## src/rtl/ifft8_input_buffer.sv

```systemverilog
`default_nettype none
// +--------------------------------------------------------------------------+
// | ifft8_input_buffer: ping-pong serial-to-parallel frame buffer feeding an |
// | 8-point IFFT. Optional macro IFFT8_IN_LAST_CHECK_EN adds s_last checking.|
// | Revision: 1.0                                                            |
// +--------------------------------------------------------------------------+
module ifft8_input_buffer #(
    parameter int DATA_W    = 32,
    parameter int FRAME_LEN = 8
) (
    input  logic                     clk,
    input  logic                     rst_n,
    input  logic signed [DATA_W-1:0] s_real,
    input  logic signed [DATA_W-1:0] s_imag,
    input  logic                     s_valid,
    output logic                     s_ready,
    output logic signed [DATA_W-1:0] a_real,
    output logic signed [DATA_W-1:0] a_imag,
    output logic signed [DATA_W-1:0] b_real,
    output logic signed [DATA_W-1:0] b_imag,
    output logic signed [DATA_W-1:0] c_real,
    output logic signed [DATA_W-1:0] c_imag,
    output logic signed [DATA_W-1:0] d_real,
    output logic signed [DATA_W-1:0] d_imag,
    output logic signed [DATA_W-1:0] e_real,
    output logic signed [DATA_W-1:0] e_imag,
    output logic signed [DATA_W-1:0] f_real,
    output logic signed [DATA_W-1:0] f_imag,
    output logic signed [DATA_W-1:0] g_real,
    output logic signed [DATA_W-1:0] g_imag,
    output logic signed [DATA_W-1:0] h_real,
    output logic signed [DATA_W-1:0] h_imag,
    output logic                     m_valid,
    input  logic                     m_ready,
    output logic [15:0]              frame_cnt
`ifdef IFFT8_IN_LAST_CHECK_EN
    ,
    input  logic                     s_last,
    output logic                     frame_err
`endif
);

    localparam int                 c_IDX_W    = $clog2(FRAME_LEN);
    localparam logic [c_IDX_W-1:0] c_LAST_IDX = c_IDX_W'(FRAME_LEN - 1);

    logic signed [DATA_W-1:0] r_re [2][FRAME_LEN];
    logic signed [DATA_W-1:0] r_im [2][FRAME_LEN];
    logic [1:0]               r_full;
    logic                     r_wr_ptr;
    logic                     r_rd_ptr;
    logic [c_IDX_W-1:0]       r_wr_idx;
    logic [15:0]              r_frame_cnt;

    logic       w_accept;
    logic       w_xfer;
    logic       w_last_bad;
    logic       w_frame_done;
    logic [1:0] w_full_next;

    // rst_n gates s_ready so nothing is offered while the buffer is held in reset
    assign s_ready   = rst_n & ~r_full[r_wr_ptr];
    assign m_valid   = r_full[r_rd_ptr];
    assign w_accept  = s_valid & s_ready;
    assign w_xfer    = m_valid & m_ready;
    assign frame_cnt = r_frame_cnt;

`ifdef IFFT8_IN_LAST_CHECK_EN
    logic r_frame_err;

    assign w_last_bad = w_accept & (s_last != (r_wr_idx == c_LAST_IDX));
    assign frame_err  = r_frame_err;

    always_ff @(posedge clk or negedge rst_n) begin
        if (!rst_n) begin
            r_frame_err <= 1'b0;
        end else if (w_last_bad) begin
            r_frame_err <= 1'b1;
        end
    end
`else
    assign w_last_bad = 1'b0;
`endif

    assign w_frame_done = w_accept & (r_wr_idx == c_LAST_IDX) & ~w_last_bad;

    // Completing and draining always touch different banks: one is empty, the other full
    always_comb begin
        w_full_next = r_full;
        if (w_xfer) begin
            w_full_next[r_rd_ptr] = 1'b0;
        end
        if (w_frame_done) begin
            w_full_next[r_wr_ptr] = 1'b1;
        end
    end

    always_ff @(posedge clk or negedge rst_n) begin
        if (!rst_n) begin
            for (int b = 0; b < 2; b++) begin
                for (int k = 0; k < FRAME_LEN; k++) begin
                    r_re[b][k] <= '0;
                    r_im[b][k] <= '0;
                end
            end
        end else if (w_accept) begin
            r_re[r_wr_ptr][r_wr_idx] <= s_real;
            r_im[r_wr_ptr][r_wr_idx] <= s_imag;
        end
    end

    always_ff @(posedge clk or negedge rst_n) begin
        if (!rst_n) begin
            r_full      <= 2'b00;
            r_wr_ptr    <= 1'b0;
            r_rd_ptr    <= 1'b0;
            r_wr_idx    <= '0;
            r_frame_cnt <= 16'd0;
        end else begin
            r_full <= w_full_next;
            if (w_accept) begin
                r_wr_idx <= (w_frame_done || w_last_bad) ? '0 : r_wr_idx + 1'b1;
            end
            if (w_frame_done) begin
                r_wr_ptr <= ~r_wr_ptr;
            end
            if (w_xfer) begin
                r_rd_ptr    <= ~r_rd_ptr;
                r_frame_cnt <= r_frame_cnt + 16'd1;
            end
        end
    end

    assign a_real = r_re[r_rd_ptr][0];
    assign a_imag = r_im[r_rd_ptr][0];
    assign b_real = r_re[r_rd_ptr][1];
    assign b_imag = r_im[r_rd_ptr][1];
    assign c_real = r_re[r_rd_ptr][2];
    assign c_imag = r_im[r_rd_ptr][2];
    assign d_real = r_re[r_rd_ptr][3];
    assign d_imag = r_im[r_rd_ptr][3];
    assign e_real = r_re[r_rd_ptr][4];
    assign e_imag = r_im[r_rd_ptr][4];
    assign f_real = r_re[r_rd_ptr][5];
    assign f_imag = r_im[r_rd_ptr][5];
    assign g_real = r_re[r_rd_ptr][6];
    assign g_imag = r_im[r_rd_ptr][6];
    assign h_real = r_re[r_rd_ptr][7];
    assign h_imag = r_im[r_rd_ptr][7];

endmodule
`default_nettype wire

```

## config.mk

```make
export PLATFORM = sky130hd
export DESIGN_NAME = ifft8_input_buffer
export DESIGN_NICKNAME = d
export VERILOG_FILES = /design/src/rtl/ifft8_input_buffer.sv
export SDC_FILE = /design/constraint.sdc
export NUM_CORES = 1
export LEC_CHECK = 0
export CAP_MARGIN = 5
export CORE_MARGIN = 2
export CORE_UTILIZATION = 55
export DETAILED_ROUTE_END_ITERATION = 8
export PLACE_DENSITY = 0.8
export SLEW_MARGIN = 20
export SYNTH_ARGS = -nofsm -noshare
export SYNTH_HDL_FRONTEND = slang
export SYNTH_SLANG_ARGS = --single-unit
```

## constraint.sdc

```tcl
create_clock -name clk -period 2.47 [get_ports clk]
set_input_delay 0.494 -clock clk [delete_from_list [all_inputs] [get_ports clk]]
set_output_delay 0.494 -clock clk [all_outputs]
set_load 0.1 [all_outputs]
```

# [Yosys cells after proc, flatten, opt, wreduce, memory -nomap -nowiden]
# Cells that the tools add are included.
[word_totals] regBits=1047 word_cells=89 input_bits=68
[classes] eq_ne=1 n_reduce_logical=4 n_mux=23 n_lt_le_gt_ge=9 addsub=2 bitwise=13
[op_table] cell="$mux W256" n=7
[op_table] cell="$bwmux W512" n=2
[op_table] cell="$demux W256 S1" n=1
[op_table] cell="$demux W32 S3" n=1
[op_table] cell="$mux W32" n=1
[op_table] cell="$add A16 B1 Y16 const B" n=1
[op_table] cell="$mux W1" n=6
[op_table] cell="$and A1 B1 Y1" n=4
[op_table] cell="$ge A2 B2 Y1 const B" n=2
[op_table] cell="$ge A4 B4 Y1 const B" n=1
[op_table] cell="$logic_and A1 B1 Y1" n=4
[op_table] cell="$lt A1 B2 Y1 const B" n=2
[op_table] cell="$lt A4 B1 Y1 const B" n=1
[op_table] cell="$mux W2" n=2
[op_table] cell="$not A1 Y2" n=2
[op_table] cell="$not A3 Y4" n=1
[op_table] cell="$add A3 B1 Y3 const B" n=1
[op_table] cell="$eq A3 B3 Y1 const B" n=1
[op_table] cell="$mux W3" n=1
[op_table] cell="$not A1 Y1" n=3
[op_table] cell="$and A2 B2 Y2" n=1
[op_table] cell="$demux W1 S1" n=2
[op_table] cell="$ge A1 B1 Y1 const B" n=2
[op_table] cell="$lt A2 B1 Y1 const B" n=1
[op_table] cell="2 further kinds" n=2

# [Logic depth before layout (Yosys ltp)]
[depth] depth_word=9 ltp_mapped=6

# [Worst setup path before layout]
# Ideal clock, no wire load.
[synth_timing] path_type="register -> output" from="register r_rd_ptr" to="output port f_real[0]" path_buffers=4 t_arrival_ns=2.007 setup_slack_ns=-0.031 stages_incl_launch_ff=6 path_cell_list="dfrtp_1 > clkbuf_1 > clkbuf_1 > clkbuf_1 > clkbuf_1 > mux2_2"
[synth_between] elab_chain_len=4
[synth_lines] item="from (decl)" line_no="50" rtl="logic r_rd_ptr;"
[synth_lines] item="from (signal assigned)" line_no="127" rtl="r_rd_ptr <= ~r_rd_ptr;"
[synth_lines] item="$not A1 Y2 (not written as such)" line_no="143" rtl="assign f_real = r_re[r_rd_ptr][5];"
[synth_lines] item="$mux W256 (not written as such)" line_no="143"
[synth_lines] item="$mux W256 (2 in a row)"
[synth_lines] item="to (decl)" line_no="27" rtl="output logic signed [DATA_W-1:0] f_real,"
# No other way between the ends. The select of a mux whose other input is x is not followed.

# [Final worst setup path]
[layout_timing] from="register r_rd_ptr" to="output port f_real[14]"
# Same word-level chain as after synthesis.

==> impl_metrics.csv <==
group,metric,value,unit
yosys,synthTopCellsByArea,"dfrtp_1 (58%), mux2_2 (38%), clkbuf_1 (1.1%)",
yosys,synth_nets,2974,
timing,fin_crit_sh,1.105,
worst_setup_path,cp_slowest_cell,"dfrtp_4",
route,wl,128.9,mm
yosys,synth_top_area_cell,"dfrtp_1",
placed_design,place.gp.congestion,0.8271,
floorplanning,core,81980,sq um
route,drt_iter0_markers,1483,
clock_tree,cts_tree,"done",
yosys,postSynthAreaPerCell,15.64,sq um
yosys,synthSimpleGateAreaFrac,0.007549,
grt,antenna_found_initial,1,
yosys,synthAdderAreaFrac,0.0008265,
timing,hold_viol,0,
run_status,violations,"negative setup slack",
yosys,synth_common_cells,"mux2_2 (1528), dfrtp_1 (1047), clkbuf_1 (130)",
grt,overflow,0,
floorplanning,io_pins,598,
yosys,synth_mux_area_frac,0.3818,
timing,slew_headroom,0.3254,
worst_setup_path,path_delay_family,"buffers and inverters",
timing,holdWs,0.4346,ns
placed_design,place_area,58190,sq um
route,vias_per_cell,5.876,
floorplanning,die-area,84890,sq um
route,route.detailed.drc,0,
floorplanning,row_count,105,
cells_and_area,design_area,62510,sq um
yosys,synth_seq_cells,1047,
floorplanning,die_x,291.4,microns
yosys,synth-main-ff-cell,"dfrtp_1",
worst_setup_path,worstSetupStartpointType,"flop",
placed_design,io_buffers,597,
job,drv_cap,0,
worst_setup_path,critPathKind,"reg2out",
yosys,synth.distinct_cells,34,
timing,worstMarginPinSlew,1.012,ns
yosys,ys_warn_count,0,
worst_setup_path,crit_top_cell,"buf_12",
worst_setup_path,worstSetupEndpointType,"primary output",
clock_tree,cts.htree.levels,3,
clock_tree,clock-root-buffer,"clkbuf_16",
yosys,synth_compound_gate_area_share,0.0009092,
grt,grt_pass1_vias,30537,
yosys,synth_top_area_frac,0.5769,
placed_design,dp.cells,4448,
route,num_vias,27443,
clock_tree,cts_sinks,1047,
run_status,outcome,"complete, but fails checks",
floorplanning,die_y,291.4,microns
yosys,yosysMostFrequentCell,"mux2_2",
timing,worst_slack,-0.2600,ns
timing,slew_viol_final,0,
timing,tns,-101.35,ns
grt,grt_usage,0.2981,
worst_setup_path,required,1.98,ns
clock_tree,clk_pin_slew,0.06,ns
yosys,syn_area,45410,sq um
timing,period_needed,2.730,ns
timing,max_freq,366.3,MHz
yosys,ys_seq_area_frac,0.5769,
placed_design,hpwl,83.15,mm
floorplanning,start_util,0.5540,
yosys,async_reset_ff_frac,1.000,
worst_setup_path,crit_fanout,17,
yosys,synth_edf_count,0,
clock_tree,cts_buffers,105,
worst_setup_path,crit_chain,"buf_12 -> clkbuf_16 -> mux2_2 -> buf_12",
grt,grt_max_degree,199,
worst_setup_path,max_stage_delay,0.51,ns
timing,rsz0062_at_grt,"yes",
cells_and_area,area_growth_syn_to_layout,37.64,%
min_path,worstHoldPathType,"in2async",
route,first_pass_iters,5,
cells_and_area,drive_gt1_frac,0.6641,
worst_setup_path,critPathBufInv,3,
yosys,synth_xor_xnor_area_share,0.003086,
grt,grt_pass1_wl,193.4,mm
cells_and_area,final_nets,3583,
worst_setup_path,arrival,2.24,ns
timing,setup_viol,510,
timing,fin_skew,0.03030,ns
route,ant_nets,0,
yosys,synth_top_family_by_area,"multiplexers",
cells_and_area,stdcell_count,4670,
yosys,synthCells,2903,
clock_tree,cts_buffer_depth,3,
route,drt-wirelength-per-cell,27.60,microns
clock_tree,clkLatencyLatePin,0.67,ns
==> stage by stage <==
step | worst slack [ns] | util
floorplan | -0.03134 | -
global placement | -0.3473 | 0.7098
detailed placement | -0.3388 | 0.7098
CTS | -0.3398 | 0.7564
global route | -0.3005 | 0.7625
finish | -0.2600 | 0.7625
==> worst paths after layout <==
path / to / slack [ns] / cells past startpoint / startpoint
setup / recovery: f_real[14] / -0.26 / 4 / r_rd_ptr
hold / removal: r_wr_ptr / 0.43 / 3 / rst_n
setup reg to reg: frame_cnt[6] / 0.05 / 9 / r_rd_ptr
hold reg to reg: r_im[236] / 0.48 / 1 / r_im[236]
max in group asynchronous: r_im[211] / 0.52 / 5 / rst_n
min in group clk: r_im[236] / 0.48 / 1 / r_im[236]
==> cell type report <==
class	instances	area, sq um
sequential	1047	26200
fill	4415	19470
multi-input combinational	1625	18210
timing repair buffer	728	13130
clock buffer	149	3113
tap	1070	1339
clock inverter	45	500.5
inverter	5	18.77
antenna	1	2.502
==> placed cells by master, fill, tap and decap left out, types with 2 or more instances in the layout <==
cell                n
bufinv_16           8
buf_8               3
mux2_2           1472
xnor2_1            15
clkdlybuf4s50_1    66
o21ai_0             4
clkbuf_8           32
inv_1               4
nand3_1             9
ha_1                3
nor2_1              7
nand2_1             9
nand4_1             5
clkinvlp_4          6
buf_4              68
and3_1              3
mux2_1             10
clkinv_8            2
buf_6               3
mux2_4             56
nor3_1              2
nor3_4              2
clkbuf_16         112
clkinv_2           25
nand3b_1            2
inv_16              2
clkbuf_1           12
nor2_4              6
nand2_4             6
buf_12            570
dfrtp_1          1046
buf_16              9
==> per-layer routing <==
| layer | share of wire | vias up | global-route usage | wire length, microns |
|---|---|---|---|---|
| met5 | 0 | - | 0 | 0 |
| met4 | 0.050 | 0 | 0.1402 | 6481 |
| met3 | 0.054 | 276 | 0.06605 | 6960 |
| li1 | - | 11565 | - | - |
| met2 | 0.50 | 802 | 0.5004 | 64630 |
| met1 | 0.39 | 14800 | 0.3681 | 50830 |
==> worst register-to-register path: stages, from the launching register on <==
cell,delay [ns]
dfrtp_4,0.55
buf_4,0.19
buf_4,0.13
buf_6,0.13
mux2i_4,0.20
buf_4,0.16
buf_4,0.13
nor2_1,0.38
nand4_1,0.22
xnor2_1,0.21
==> sequential cells by signal, summed over array words and instances, names as in the netlist <==
name and count:
r_wr_ptr 1, r_rd_ptr 1, r_im 512, r_full 2, frame_cnt 16, r_wr_idx 3
r_re 512
==> cell families (layout without fill, tap and decap cells) <==
logic type / after synthesis / in the layout
AOI/OAI and AO/OA: 7 / 7
muxes: 1540 / 1540
xor gates and xnor gates: 16 / 16
buffers and inverters: 231 / 927
other: 0 / 1
DFF: 1047 / 1047
and+or+nand+nor: 59 / 59
adders and majority gates: 3 / 3
==> repair_timing <==
action	CTS	global route
resized for setup	24	51
gates cloned	1	9
setup endpoints to repair	511	513
hold buffers	1	0
endpoints found under the hold margin	71	0
setup buffers	8	6
Power is left out: the tool's default activity adds up to more than one toggle a clock period on the data nets, which glitch-free logic cannot reach.
